`src/rtl/uart_rx_gen2.sv`:
```
// uart_rx_gen2 - oversampling UART receiver with 3-sample majority voting.
//
// Frame format: start bit, DATAWIDTH data bits (LSB first), optional parity
// bit, then one or two stop bits. The bit period is PRESCALE clock cycles,
// with a minimum of 4. The frame configuration is captured when a start bit
// is first seen.
//
// Ports:
//   CLK          oversampling clock (only clock)
//   RST          asynchronous active-low reset
//   RX_IN        serial line, idles high
//   PRESCALE     clock cycles per bit (values below 4 act as 4)
//   PAR_EN       parity bit present
//   PAR_TYP      0 = even parity, 1 = odd parity
//   STOP2        two stop bits when 1
//   P_DATA       data of the last good frame
//   DATA_VALID   1-cycle pulse, P_DATA just updated
//   PARITY_ERROR 1-cycle pulse on parity mismatch
//   STOP_ERROR   1-cycle pulse when a stop bit is voted 0
//   STR_GLITCH   1-cycle pulse when a start bit is voted 1
//   BREAK_DET    1-cycle pulse on an all-zero frame
//
// Optional feature macro: UART_RX_BREAK_DETECT_EN. When it is defined, an
// all-zero frame raises BREAK_DET and the receiver waits for the line to go
// high again. When it is undefined, BREAK_DET is tied low and an all-zero
// frame is reported as STOP_ERROR.
module uart_rx_gen2 #(
    parameter int unsigned DATAWIDTH = 8
) (
    input  logic                 CLK,
    input  logic                 RST,
    input  logic                 RX_IN,
    input  logic [5:0]           PRESCALE,
    input  logic                 PAR_EN,
    input  logic                 PAR_TYP,
    input  logic                 STOP2,
    output logic [DATAWIDTH-1:0] P_DATA,
    output logic                 DATA_VALID,
    output logic                 PARITY_ERROR,
    output logic                 STOP_ERROR,
    output logic                 STR_GLITCH,
    output logic                 BREAK_DET
);

    typedef enum logic [2:0] {
        IDLE, START, DATA, PARITY, STOP, STOP_B
`ifdef UART_RX_BREAK_DETECT_EN
        , BRK_WAIT
`endif
    } state_t;

    localparam logic [3:0] LAST_BIT = 4'(DATAWIDTH - 1);

    state_t                 state;
    logic                   rx_meta, rxs;
    logic [5:0]             edge_cnt, p_lat;
    logic [3:0]             bit_idx;
    logic [DATAWIDTH-1:0]   shift_reg;
    logic                   smp0, smp1;
    logic                   par_acc, par_err_r, stop_err_r;
    logic                   par_en_lat, par_typ_lat, stop2_lat;
`ifdef UART_RX_BREAK_DETECT_EN
    logic                   all_zero;
`endif

    logic [5:0] p_in, half;
    logic       at_smp0, at_smp1, at_dec, at_end, vote;
    logic       frame_end, stop_err_fin;

    always_comb begin
        p_in         = (PRESCALE < 6'd4) ? 6'd4 : PRESCALE;
        half         = p_lat >> 1;
        at_smp0      = (edge_cnt == half - 6'd1);
        at_smp1      = (edge_cnt == half);
        at_dec       = (edge_cnt == half + 6'd1);
        at_end       = (edge_cnt == p_lat - 6'd1);
        // third sample is the live line value in the decision cycle
        vote         = (smp0 & smp1) | (smp0 & rxs) | (smp1 & rxs);
        frame_end    = at_dec && (((state == STOP) && !stop2_lat) || (state == STOP_B));
        stop_err_fin = stop_err_r | ~vote;
    end

    // Two-flop synchroniser, resets to the idle (high) line level.
    always_ff @(posedge CLK or negedge RST) begin
        if (!RST) begin
            rx_meta <= 1'b1;
            rxs     <= 1'b1;
        end else begin
            rx_meta <= RX_IN;
            rxs     <= rx_meta;
        end
    end

    always_ff @(posedge CLK or negedge RST) begin
        if (!RST) begin
            state        <= IDLE;
            edge_cnt     <= '0;
            p_lat        <= '0;
            bit_idx      <= '0;
            shift_reg    <= '0;
            smp0         <= 1'b0;
            smp1         <= 1'b0;
            par_acc      <= 1'b0;
            par_err_r    <= 1'b0;
            stop_err_r   <= 1'b0;
            par_en_lat   <= 1'b0;
            par_typ_lat  <= 1'b0;
            stop2_lat    <= 1'b0;
            P_DATA       <= '0;
            DATA_VALID   <= 1'b0;
            PARITY_ERROR <= 1'b0;
            STOP_ERROR   <= 1'b0;
            STR_GLITCH   <= 1'b0;
`ifdef UART_RX_BREAK_DETECT_EN
            all_zero     <= 1'b0;
            BREAK_DET    <= 1'b0;
`endif
        end else begin
            DATA_VALID   <= 1'b0;
            PARITY_ERROR <= 1'b0;
            STOP_ERROR   <= 1'b0;
            STR_GLITCH   <= 1'b0;
`ifdef UART_RX_BREAK_DETECT_EN
            BREAK_DET    <= 1'b0;
`endif
            if (state != IDLE) begin
                edge_cnt <= at_end ? '0 : edge_cnt + 6'd1;
                if (at_smp0) smp0 <= rxs;
                if (at_smp1) smp1 <= rxs;
            end

            case (state)
                IDLE: begin
                    if (!rxs) begin
                        // this cycle is count 0 of the start bit
                        state       <= START;
                        edge_cnt    <= 6'd1;
                        p_lat       <= p_in;
                        par_en_lat  <= PAR_EN;
                        par_typ_lat <= PAR_TYP;
                        stop2_lat   <= STOP2;
                        bit_idx     <= '0;
                        par_acc     <= 1'b0;
                        par_err_r   <= 1'b0;
                        stop_err_r  <= 1'b0;
`ifdef UART_RX_BREAK_DETECT_EN
                        all_zero    <= 1'b1;
`endif
                    end
                end
                START: begin
                    if (at_dec && vote) begin
                        STR_GLITCH <= 1'b1;
                        state      <= IDLE;
                        edge_cnt   <= '0;
                    end else if (at_end) begin
                        state <= DATA;
                    end
                end
                DATA: begin
                    if (at_dec) begin
                        shift_reg <= {vote, shift_reg[DATAWIDTH-1:1]};
                        par_acc   <= par_acc ^ vote;
`ifdef UART_RX_BREAK_DETECT_EN
                        all_zero  <= all_zero & ~vote;
`endif
                    end
                    if (at_end) begin
                        if (bit_idx == LAST_BIT) state <= par_en_lat ? PARITY : STOP;
                        else                     bit_idx <= bit_idx + 4'd1;
                    end
                end
                PARITY: begin
                    if (at_dec) begin
                        par_err_r <= (vote != (par_acc ^ par_typ_lat));
`ifdef UART_RX_BREAK_DETECT_EN
                        all_zero  <= all_zero & ~vote;
`endif
                    end
                    if (at_end) state <= STOP;
                end
                STOP: begin
                    // single-stop frames finish via frame_end below
                    if (stop2_lat) begin
                        if (at_dec) begin
                            stop_err_r <= ~vote;
`ifdef UART_RX_BREAK_DETECT_EN
                            all_zero   <= all_zero & ~vote;
`endif
                        end
                        if (at_end) state <= STOP_B;
                    end
                end
                STOP_B: begin
                end
`ifdef UART_RX_BREAK_DETECT_EN
                BRK_WAIT: begin
                    edge_cnt <= '0;
                    if (rxs) state <= IDLE;
                end
`endif
                default: begin
                    state    <= IDLE;
                    edge_cnt <= '0;
                end
            endcase

            // Frame completes at the final stop decision, not at the bit end,
            // so a following start bit can be picked up early.
            if (frame_end) begin
                state    <= IDLE;
                edge_cnt <= '0;
`ifdef UART_RX_BREAK_DETECT_EN
                if (all_zero && !vote) begin
                    BREAK_DET <= 1'b1;
                    state     <= BRK_WAIT;
                end else
`endif
                if (par_err_r || stop_err_fin) begin
                    PARITY_ERROR <= par_err_r;
                    STOP_ERROR   <= stop_err_fin;
                end else begin
                    P_DATA     <= shift_reg;
                    DATA_VALID <= 1'b1;
                end
            end
        end
    end

`ifndef UART_RX_BREAK_DETECT_EN
    assign BREAK_DET = 1'b0;
`endif

endmodule

```
`config.mk`:
```
export PLATFORM = sky130hd
export DESIGN_NAME = uart_rx_gen2
export DESIGN_NICKNAME = d
export VERILOG_FILES = /design/src/rtl/uart_rx_gen2.sv
export SDC_FILE = /design/constraint.sdc
export NUM_CORES = 1
export LEC_CHECK = 0
export BUFFER_PORTS_ARGS = -buffer_cell sky130_fd_sc_hd__clkbuf_2
export CORE_ASPECT_RATIO = 0.75
export CORE_MARGIN = 3
export CORE_UTILIZATION = 45
export DETAILED_ROUTE_END_ITERATION = 8
export HOLD_SLACK_MARGIN = 0.05
export PLACE_DENSITY = 0.7
export SYNTH_ARGS = -nofsm -noshare
export SYNTH_HDL_FRONTEND = slang
export SYNTH_SLANG_ARGS = --single-unit
```
`constraint.sdc`:
```
create_clock -name CLK -period 3.4 [get_ports CLK]
set_input_delay 0.34 -clock CLK [delete_from_list [all_inputs] [get_ports CLK]]
set_output_delay 0.34 -clock CLK [all_outputs]
set_load 0.01 [all_outputs]
```
# After elaboration in Yosys (flattened, before gate mapping)
# Cells that the tools add are included.
[op_classes]
n_reduce_logical = 22
magnitude_cmp = 1
bitwise = 11
eq_ne = 26
mux = 38
add_sub_neg = 5
[op_table]
columns = ["cell", "count"]
rows = [
  ["$mux W6", 6],
  ["$mux W3", 10],
  ["$eq A6 B6 Y1", 3],
  ["$ne A3 B3 Y1 const B", 6],
  ["$pmux W3 S6", 1],
  ["$pmux W6 S3", 1],
  ["$ne A2 B2 Y1 const B", 8],
  ["$mux W1", 13],
  ["$mux W4", 3],
  ["$reduce_and A2 Y1", 5],
  ["$pmux W4 S2", 1],
  ["$reduce_and A4 Y1", 2],
  ["$reduce_and A8 Y1", 1],
  ["$add A5 B1 Y6 const B", 1],
  ["$add A6 B1 Y6 const B", 1],
  ["$eq A3 B2 Y1 const B", 2],
  ["$eq A3 B3 Y1 const B", 2],
  ["$eq A6 B5 Y1", 1],
  ["$lt A6 B3 Y1 const B", 1],
  ["$pmux W1 S2", 3],
  ["$reduce_and A3 Y1", 2],
  ["$reduce_bool A2 Y1", 3],
  ["$sub A5 B1 Y6 const B", 1],
  ["$sub A6 B1 Y6 const B", 1],
  ["other kinds (15)", 25],
]
[word_totals]
wordCells = 123
output_inout_bits = 13
input_bits = 12
ff_bits = 49

# Longest topological paths before layout
# Gate-level depths: netlist of run 1.
[depth]
ltp_word = 8
ltp_mapped = 10
mapped_depth_nobuf = 8

# Worst setup path after synthesis of run 1
# Ideal clock, no wire load.
[synth_timing]
kind = "flip-flop to flip-flop"
start = "reg p_lat[1]"
end = "reg shift_reg[0]"
period_less_slack_ns = 2.572
n_path_buf = 1
stages_incl_launch_ff = 9
setup_slack_ns = 0.828
t_arrival_ns = 2.448
setup_ns = 0.125
required_ns = 3.275
path_cell_list = "dfrtp_1 -> clkbuf_2 -> inv_1 -> ha_1 -> xnor2_1 -> nand2_1 -> or4_4 -> nor3_4 -> mux2_2"
[synth_via]
elab_chain_cells = 3
[synth_lines]
columns = ["element", "line_no", "text"]
rows = [
  ["start: declaration", "56", "logic [5:0] edge_cnt, p_lat;"],
  ["start signal: assignment", "138", "p_lat <= p_in;"],
  ["$add A5 B1 Y6", "75", "at_dec = (edge_cnt == half + 6'd1);"],
  ["$eq A6 B6 Y1", "75", ""],
  ["$reduce_and A2 Y1 (no line)", "-", ""],
  ["end signal: assignment", "162", "shift_reg <= {vote, shift_reg[DATAWIDTH-1:1]};"],
  ["end: declaration", "58", "logic [DATAWIDTH-1:0] shift_reg;"],
]
# Every way passes these cells.
# A chain may end at the register's enable or synchronous reset.

# Final worst setup path of run 1
[layout_timing]
start = "reg p_lat[2]"
end = "reg P_DATA[4]"
[layout_via]
elab_chain_cells = 4
[layout_lines]
columns = ["element", "line_no", "text"]
rows = [
  ["$add A5 B1 Y6", "75", ""],
  ["$eq A6 B6 Y1", "75", ""],
  ["$logic_and A1 B1 Y1", "79", "frame_end = at_dec && (((state == STOP) && !stop2_lat) || (state == STOP_B));"],
  ["$reduce_and A2 Y1 (no line)", "-", ""],
  ["end signal: assignment", "223", "P_DATA <= shift_reg;"],
  ["end: declaration", "37", "output logic [DATAWIDTH-1:0] P_DATA,"],
]
# Every way passes these cells.

==> impl_metrics.json, run 1 <==
{
  "status": "complete, no violations",
  "layoutNonFillerInstCount": 385,
  "dieHeight_um": 73.95,
  "reg2reg_slack_ps": 350,
  "cts.path.max_buffers": 2,
  "use_met3_pct": 4.752,
  "maxCapViolCount": 0,
  "synth_mux_area_share_pct": 7.949,
  "cp-start-kind": "register",
  "hp-start": "RX_IN",
  "tns_ps": 0,
  "antenna_cells": 0,
  "syn_inst": 283,
  "fin_crit_ps": 3050,
  "grt_max_degree": 28,
  "port_buffers": 23,
  "nNetsFinal": 325,
  "place_congestion": 0.9223,
  "placed_cell_area_sq_um": 2955,
  "antenna_found_initial": 0,
  "htreeDepth": 2,
  "reg2reg_depth": 8,
  "synth_top_cell_area_share_pct": 42.46,
  "use_met1_pct": 27.34,
  "reg2reg_to": "P_DATA[4]",
  "cts_setup_buffers": 0,
  "power.density_nw_per_um2": 786.5,
  "slowest_delay_ps": 550,
  "clockRootBuffer": "clkbuf_8",
  "vias": 2105,
  "rows": 24,
  "crit_chain": "inv_1, ha_1, xnor2_1, nand2_1, nor4_1, nand3_2, nor3_4, mux2_2",
  "synth_simple_gate_area_share_pct": 20.10,
  "area_growth_syn_to_layout_pct": 10.57,
  "cts_tree": "built",
  "crit_family": "simple AND/OR/NAND/NOR gates",
  "power_leakage_uw": 0.001431,
  "synth_compound_gate_area_share_pct": 12.15,
  "end_kind": "register",
  "synthesis.nets": 302,
  "hold_violations": 0,
  "wl_mm": 5.736,
  "worstSetupPathType": "register to register",
  "fmax_mhz": 327.8,
  "skew_ps": 9.734,
  "dp_cells": 376,
  "stdcell_area_sq_um": 3063,
  "postCtsHoldBufs": 1,
  "busiest_layer": "met1",
  "syn_avg_cell_area_sq_um": 9.789,
  "slew_violations": 0,
  "fin_crit_sh_pct": 89.71,
  "crit_arrival_ps": 3250,
  "synth_edf_count": 0,
  "drive_above_1_share_pct": 20.85,
  "cp_num_buf_inv": 1,
  "ant_nets": 0,
  "slowest_stage": "dfrtp_1",
  "ys_ff_latch": 49,
  "final_common_cell": "dfrtp_1",
  "hold_path_depth": 1,
  "mostFrequentLayoutCells": "dfrtp_1, nand2_1, clkbuf_2, o21ai_0, mux2_2",
  "hpwl_mm": 4.296,
  "grt_pass1_wl_mm": 9.556,
  "viasPerCell": 5.468,
  "dieArea_sq_um": 7143,
  "irDropWorstVdd_mv": 0.4036,
  "clkTransAtPathRegs_ps": 100,
  "die_w_um": 96.60,
  "cts_made_buffers": 5,
  "synthTopCellsByArea": "dfrtp_1, mux2_2, nand2_1",
  "synth-seq-area-share_pct": 44.35,
  "pin_count": 25,
  "slew_headroom_pct": 59.00,
  "grt_pass1_vias": 1914,
  "synth.largest_area_cell": "dfrtp_1",
  "tightestPinTransition_ps": 610.7,
  "ctsResizeCount": 0,
  "finalSetupViolations": 0,
  "drc": 0,
  "met2_usage_pct": 23.32,
  "firstDrtPassIters": 4,
  "worstSkewPairLatency_ps": 310,
  "drt-initial-drc-count": 173,
  "startpoint": "p_lat[2]",
  "worst_ep_required_time_ps": 3600,
  "synthAdderAreaFrac_pct": 3.523,
  "syn_area_sq_um": 2770,
  "hold_end": "rx_meta",
  "gr-total-overflow": 0,
  "hold_class": "primary input to register",
  "track_usage_pct": 17.28,
  "r2r-start": "p_lat[2]",
  "clock_sinks": 49,
  "synth_ff_type": "dfrtp_1",
  "synth_cell_types": 49,
  "ys_warn_count": 0,
  "start_util_pct": 47.07,
  "wl_per_cell_um": 14.90,
  "synth_xor_area_share_pct": 7.272,
  "synth_top_family_by_area": "simple AND/OR/NAND/NOR gates",
  "design.core.area_sq_um": 5886,
  "async_flop_share_pct": 100.0,
  "cp_max_fo": 11,
  "rsz0062_at_grt": "false"
}
## worst max path at each step
stage / end / slack [ps] / cells after the start
after floorplan: shift_reg[0] / 830 / 8
after global placement: P_DATA[5] / 580 / 8
after detailed placement: P_DATA[4] / 430 / 8
after CTS: P_DATA[1] / 420 / 8
after global routing: P_DATA[1] / 150 / 8
final: P_DATA[4] / 350 / 8
## power by group
| group | switching, uW | internal, uW |
|---|---|---|
| registers | 207 | 693 |
| logic | 666 | 474 |
| clock network | 215 | 154 |
## synth_stat cells (6+ instances only)
master	number
clkbuf_1	6
nor2_1	9
xnor2_1	10
o21ai_0	17
inv_1	14
ha_1	7
nand3_1	12
a21oi_1	15
mux2_2	16
xor2_1	13
dfrtp_1	47
nand2_1	36
## per-stage QoR
stage                     hold WS [ps]  util, %  setup WS, ps  power, uW
after global routing             87.63    52.04         152.6       2599
after floorplan                  44.41        -         827.7       1753
after global placement           354.7    50.21         575.5       2007
after detailed placement         361.5    50.21         434.1       2029
after CTS                        93.93    52.04         417.9       2407
final                            98.77    52.04         349.7       2409
## layer usage
metal,vias to the layer above,routed length (um)
met5,-,0
met2,65,2376
li1,1047,-
met4,0,48
met1,985,2916
met3,8,394
## cell type report
type	count	area, sq um
Fill cell	563	2823
Multi-Input combinational cell	206	1416
Sequential cell	49	1229
Timing Repair Buffer	30	170.2
Tap cell	78	97.59
Clock buffer	5	68.82
Inverter	14	52.55
Clock inverter	3	28.78
## logic make-up (layout without fill, tap and decap cells)
group           after synthesis  in the layout
flops                        49             49
buf+inv                      28             52
compound gates               53             53
other cells                   1              1
fa+ha+maj                     8              8
mux                          20             20
simple gates                101            101
xor+xnor                     23             23
No activity file was read; power rests on OpenSTA's default activity.
==> inputs of run 2 (changes only) <==
==> config.mk (replaced) <==
export PLATFORM = sky130hd
export DESIGN_NAME = uart_rx_gen2
export DESIGN_NICKNAME = d
export VERILOG_FILES = /design/src/rtl/uart_rx_gen2.sv
export SDC_FILE = /design/constraint.sdc
export NUM_CORES = 1
export LEC_CHECK = 0
export CORE_ASPECT_RATIO = 0.75
export CORE_MARGIN = 3
export CORE_UTILIZATION = 45
export DETAILED_ROUTE_END_ITERATION = 8
export DONT_BUFFER_PORTS = 1
export GPL_TIMING_DRIVEN = 0
export HOLD_SLACK_MARGIN = 0.05
export PLACE_DENSITY = 0.67
export SYNTH_ARGS = -nofsm -noshare
export SYNTH_HDL_FRONTEND = slang
export SYNTH_SLANG_ARGS = --single-unit
==> run 2 against run 1 <==
  * Highest routed layer unchanged
  * Total power increased by 1.2%
  * Cell area fell by 1.6%
  * Critical path type unchanged
  * Final cell count decreased by 3.4%
  * Via count shrank 0.38%
==> impl_metrics.json, run 2 (synthesized netlist as in run 1, its figures left out) <==
{
  "cts_setup_buffers": 0,
  "end_kind": "register",
  "port_buffers": 0,
  "worst_ep_required_time_ps": 3590,
  "nNetsFinal": 312,
  "skew_ps": 18.33,
  "dieHeight_um": 73.95,
  "clockRootBuffer": "clkbuf_8",
  "hpwl_mm": 4.309,
  "crit_arrival_ps": 3270,
  "drt-initial-drc-count": 75,
  "antenna_cells": 0,
  "fin_crit_sh_pct": 90.47,
  "cts.path.max_buffers": 2,
  "power.density_nw_per_um2": 808.8,
  "vias": 2097,
  "grt_max_degree": 50,
  "final_common_cell": "dfrtp_1",
  "maxCapViolCount": 0,
  "cp_max_fo": 9,
  "rows": 24,
  "design.core.area_sq_um": 5886,
  "place_congestion": 0.8900,
  "mostFrequentLayoutCells": "dfrtp_1, nand2_1, o21ai_0, mux2_2, a21oi_1",
  "antenna_found_initial": 0,
  "layoutNonFillerInstCount": 372,
  "gr-total-overflow": 0,
  "slew_violations": 0,
  "ant_nets": 0,
  "rsz0062_at_grt": "false",
  "drc": 0,
  "area_growth_syn_to_layout_pct": 8.762,
  "crit_chain": "clkbuf_2, inv_1, ha_1, xnor2_1, nand2_1, nor4_1, nand3_2, nor3_4, mux2_2",
  "hold_violations": 0,
  "dp_cells": 361,
  "tightestPinTransition_ps": 880.6,
  "slowest_stage": "nor4_1",
  "worstSkewPairLatency_ps": 320,
  "p_total_uw": 2437,
  "wl_mm": 5.945,
  "ctsResizeCount": 0,
  "grt_pass1_vias": 2024,
  "grt_pass1_wl_mm": 10.12,
  "tns_ps": 0,
  "finalSetupViolations": 0,
  "status": "complete, no violations",
  "wl_per_cell_um": 15.98,
  "cts_tree": "built",
  "firstDrtPassIters": 4,
  "wl_met2_mm": 2.477,
  "slew_headroom_pct": 40.75,
  "worstSetupPathType": "register to register",
  "hold_class": "primary input to register",
  "reg2reg_slack_ps": 320,
  "cp-start-kind": "register",
  "drive_above_1_share_pct": 14.97,
  "clock_sinks": 49,
  "pin_count": 25,
  "power_leakage_uw": 0.001360,
  "fmax_mhz": 325.1,
  "highest_layer": "met4",
  "start_util_pct": 47.07,
  "htreeDepth": 2,
  "fin_util_pct": 51.19,
  "m1WireLength_mm": 2.992,
  "slowest_delay_ps": 460,
  "dieArea_sq_um": 7143,
  "track_usage_pct": 18.44,
  "clkTransAtPathRegs_ps": 110,
  "die_w_um": 96.60,
  "viasPerCell": 5.637,
  "wl_met3_um": 393,
  "postCtsHoldBufs": 3,
  "cts_made_buffers": 5,
  "irDropWorstVdd_mv": 0.3513,
  "fin_crit_ps": 3076
}
-- run 2: cell types whose count changed in the layout (fill, tap and decap cells not counted) --
cell           delta
buf_2             +2
clkbuf_1          +6
buf_4             -2
clkbuf_2         -21
dlygate4sd3_1     +1
buf_16            +1
-- run 2: area by class of cell --
| class | count | area [sq um] |
|---|---|---|
| Fill cell | 564 | 2873 |
| Multi-Input combinational cell | 206 | 1416 |
| Sequential cell | 49 | 1229 |
| Tap cell | 78 | 97.59 |
| Buffer | 14 | 72.57 |
| Clock buffer | 5 | 68.82 |
| Inverter | 14 | 52.55 |
| Timing Repair Buffer | 3 | 47.55 |
| Clock inverter | 3 | 28.78 |
-- run 2: metal layers --
metal	GRT usage, %	up-vias
met2	25.46	56
met5	0	-
met3	4.550	9
met1	28.67	1014
li1	-	1018
met4	4.977	0
-- run 2: power by group --
part	leakage (uW)	switching, uW	internal [uW]	total [uW]
logic	0.000659	777	473	1250
registers	0.000651	116	695	811
clock network	0.0000506	222	154	376
-- run 2: worst max-delay path, delay by kind of cell, from the launching register on --
kind | cells | cell delay (ps)
xor gates and xnor gates | 1 | 260
muxes | 1 | 390
buffers and inverters | 2 | 320
DFF | 1 | 370
adders and majority gates | 1 | 320
and+or+nand+nor | 4 | 1310
-- run 2: per-stage QoR --
step	hold slack, ps	worst slack, ps	instance area [sq um]
finish	116.9	324.1	3013
global route	130.3	106.4	3013
CTS	118.5	378.6	3013
detailed placement	46.71	411.1	2868
global placement	46.41	469.2	2868
floorplan	44.41	827.7	2770
-- run 2: final timing paths --
check | start | end | depth (start not counted)
min in group asynchronous | RST | edge_cnt[1] | 2
worst min-delay path | STOP2 | stop2_lat | 2
worst max-delay path | p_lat[1] | P_DATA[0] | 9
max in group asynchronous | RST | rxs | 2
worst max register to register | p_lat[1] | P_DATA[0] | 9
worst min register to register | rx_meta | rxs | 0
==> inputs of run 3 (changes only) <==
--- a/config.mk
+++ b/config.mk
@@ -7,12 +7,13 @@
 export LEC_CHECK = 0
 export CORE_ASPECT_RATIO = 0.75
 export CORE_MARGIN = 3
-export CORE_UTILIZATION = 45
+export CORE_UTILIZATION = 48
 export DETAILED_ROUTE_END_ITERATION = 8
 export DONT_BUFFER_PORTS = 1
 export GPL_TIMING_DRIVEN = 0
 export HOLD_SLACK_MARGIN = 0.05
-export PLACE_DENSITY = 0.67
+export PLACE_DENSITY = 0.7
+export RECOVER_POWER = 100
 export SYNTH_ARGS = -nofsm -noshare
 export SYNTH_HDL_FRONTEND = slang
 export SYNTH_SLANG_ARGS = --single-unit
==> constraint.sdc (replaced) <==
create_clock -name CLK -period 3.33 [get_ports CLK]
set_input_delay 0.333 -clock CLK [delete_from_list [all_inputs] [get_ports CLK]]
set_output_delay 0.333 -clock CLK [all_outputs]
set_load 0.01 [all_outputs]
==> run 3 against run 2 <==
  * Hold slack got worse by 1.0 ps
  * Total power increased by 1.4%
  * The run now ends with capacitance limit, slew limit left
  * Non-clock buffer count unchanged
==> impl_metrics.json, run 3 (synthesized netlist as in run 1, its figures left out) <==
{
  "dieHeight_um": 71.79,
  "drc": 0,
  "fin_crit_sh_pct": 92.47,
  "hold_class": "primary input to register",
  "htreeDepth": 2,
  "start_util_pct": 50.66,
  "n_fill_cell": 505,
  "antenna_cells": 0,
  "finalSetupViolations": 0,
  "cts_made_buffers": 5,
  "antenna_found_initial": 0,
  "slew_headroom_pct": -48.90,
  "area_growth_syn_to_layout_pct": 7.814,
  "skew_ps": 7.927,
  "wl_mm": 6.042,
  "slew_violations": 50,
  "finalWorstSetupSlack_ps": 250.7,
  "ctsResizeCount": 0,
  "worstSetupPathType": "register to register",
  "tightestPinTransition_ps": 2234,
  "power_leakage_uw": 0.001348,
  "dp_cells": 358,
  "clock_sinks": 49,
  "drt-initial-drc-count": 149,
  "rows": 23,
  "p_sw_uw": 1134,
  "tns_ps": 0,
  "port_buffers": 0,
  "cts.path.max_buffers": 2,
  "viasPerCell": 5.799,
  "grt_max_degree": 50,
  "worst_ep_required_time_ps": 3530,
  "rsz0062_at_grt": "false",
  "irDropWorstVdd_mv": 0.4476,
  "place_congestion": 0.9079,
  "status": "finished with violations",
  "p_sw_share_pct": 45.93,
  "p_comb_share_pct": 51.4,
  "track_usage_pct": 19.42,
  "nNetsFinal": 312,
  "cp_max_fo": 9,
  "cp-start-kind": "register",
  "violations": "capacitance limit, slew limit",
  "hpwl_mm": 4.415,
  "intPower_uw": 1336,
  "drive_above_1_share_pct": 14.29,
  "fmax_mhz": 324.8,
  "hold_violations": 0,
  "gr-total-overflow": 0,
  "seqPwrFrac_pct": 33.5,
  "pre_cts_ws_ps": 230.1,
  "ant_nets": 0,
  "cts_setup_buffers": 0,
  "power.density_nw_per_um2": 827.0,
  "maxCapViolCount": 1,
  "dieArea_sq_um": 6728,
  "crit_arrival_ps": 3280,
  "grt_pass1_vias": 2032,
  "pin_count": 25,
  "pwr-share-clk_pct": 15.1,
  "die_w_um": 93.72,
  "wl_per_cell_um": 16.37,
  "end_kind": "register",
  "cts_tree": "built",
  "vias": 2140,
  "final_common_cell": "dfrtp_1",
  "clkTransAtPathRegs_ps": 100,
  "fin_crit_ps": 3079,
  "p_total_uw": 2470,
  "worstSkewPairLatency_ps": 310,
  "firstDrtPassIters": 5,
  "grt_pass1_wl_mm": 10.19,
  "clockRootBuffer": "clkbuf_8",
  "layoutNonFillerInstCount": 369,
  "design.core.area_sq_um": 5468,
  "mostFrequentLayoutCells": "dfrtp_1, nand2_1, o21ai_0, mux2_2, a21oi_1"
}
[run 3: cell types whose count changed in the layout (fill, tap and decap cells not counted), sizes merged]
cell,previous run,this run
buf,7,6
clkdlybuf4s25,0,1
[run 3: power by group through the flow]
stage | logic [uW] | clock network [uW] | registers (uW)
after floorplan | 991 | 0 | 798
after global routing | 1410 | 417 | 846
after detailed placement | 1240 | 0 | 836
after global placement | 1200 | 0 | 832
after CTS | 1260 | 390 | 824
final | 1270 | 374 | 827
[run 3: metal layers]
metal	up-vias	track usage [%]	wire, um
met5	-	0	0
met4	0	6.410	61
met3	6	3.882	350
met2	75	25.96	2566
met1	1036	31.03	3063
li1	1023	-	-
[run 3: cell type report]
class | count | area [sq um] | share of cell area (%)
plain buffers | 14 | 72.57 | 2.430
clock buffers | 5 | 68.82 | 2.304
clock inverters | 3 | 28.78 | 0.9636
inverters | 14 | 52.55 | 1.760
multi-input cells | 206 | 1411 | 47.26
flip-flops and latches | 49 | 1229 | 41.14
well taps | 75 | 93.84 | 3.142
repair buffers | 3 | 30.03 | 1.005
[run 3: critical path, cell delays in order (launching register included)]
cell	delay, ps
dfrtp_1	360
clkbuf_2	190
inv_1	120
ha_1	320
xnor2_1	300
nand2_1	120
nor4_1	480
nand3_2	250
nor3_4	420
mux2_2	400
[run 3: through the flow]
step	util (%)	hold slack, ps	instance area (sq um)
after floorplan	-	37.41	2770
after global placement	52.38	39.15	2864
after detailed placement	52.38	39.14	2864
after CTS	55.03	107.2	3009
after global routing	54.62	123.5	2987
final	54.62	115.9	2987
[run 3: repair_timing]
| action | in CTS | in global routing |
|---|---|---|
| hold endpoints to repair | 50 | 0 |
| hold buffers | 3 | 0 |
| setup endpoints to repair | 0 | 8 |
[run 3: final timing paths]
path / to / depth (start not counted) / start / slack (ps)
max: P_DATA[3] / 9 / p_lat[1] / 250
min: par_typ_lat / 2 / PAR_TYP / 120
max reg2reg: P_DATA[3] / 9 / p_lat[1] / 250
min reg2reg: rxs / 0 / rx_meta / 360
max in group asynchronous: bit_idx[2] / 2 / RST / 580
min in group asynchronous: stop2_lat / 2 / RST / 1490
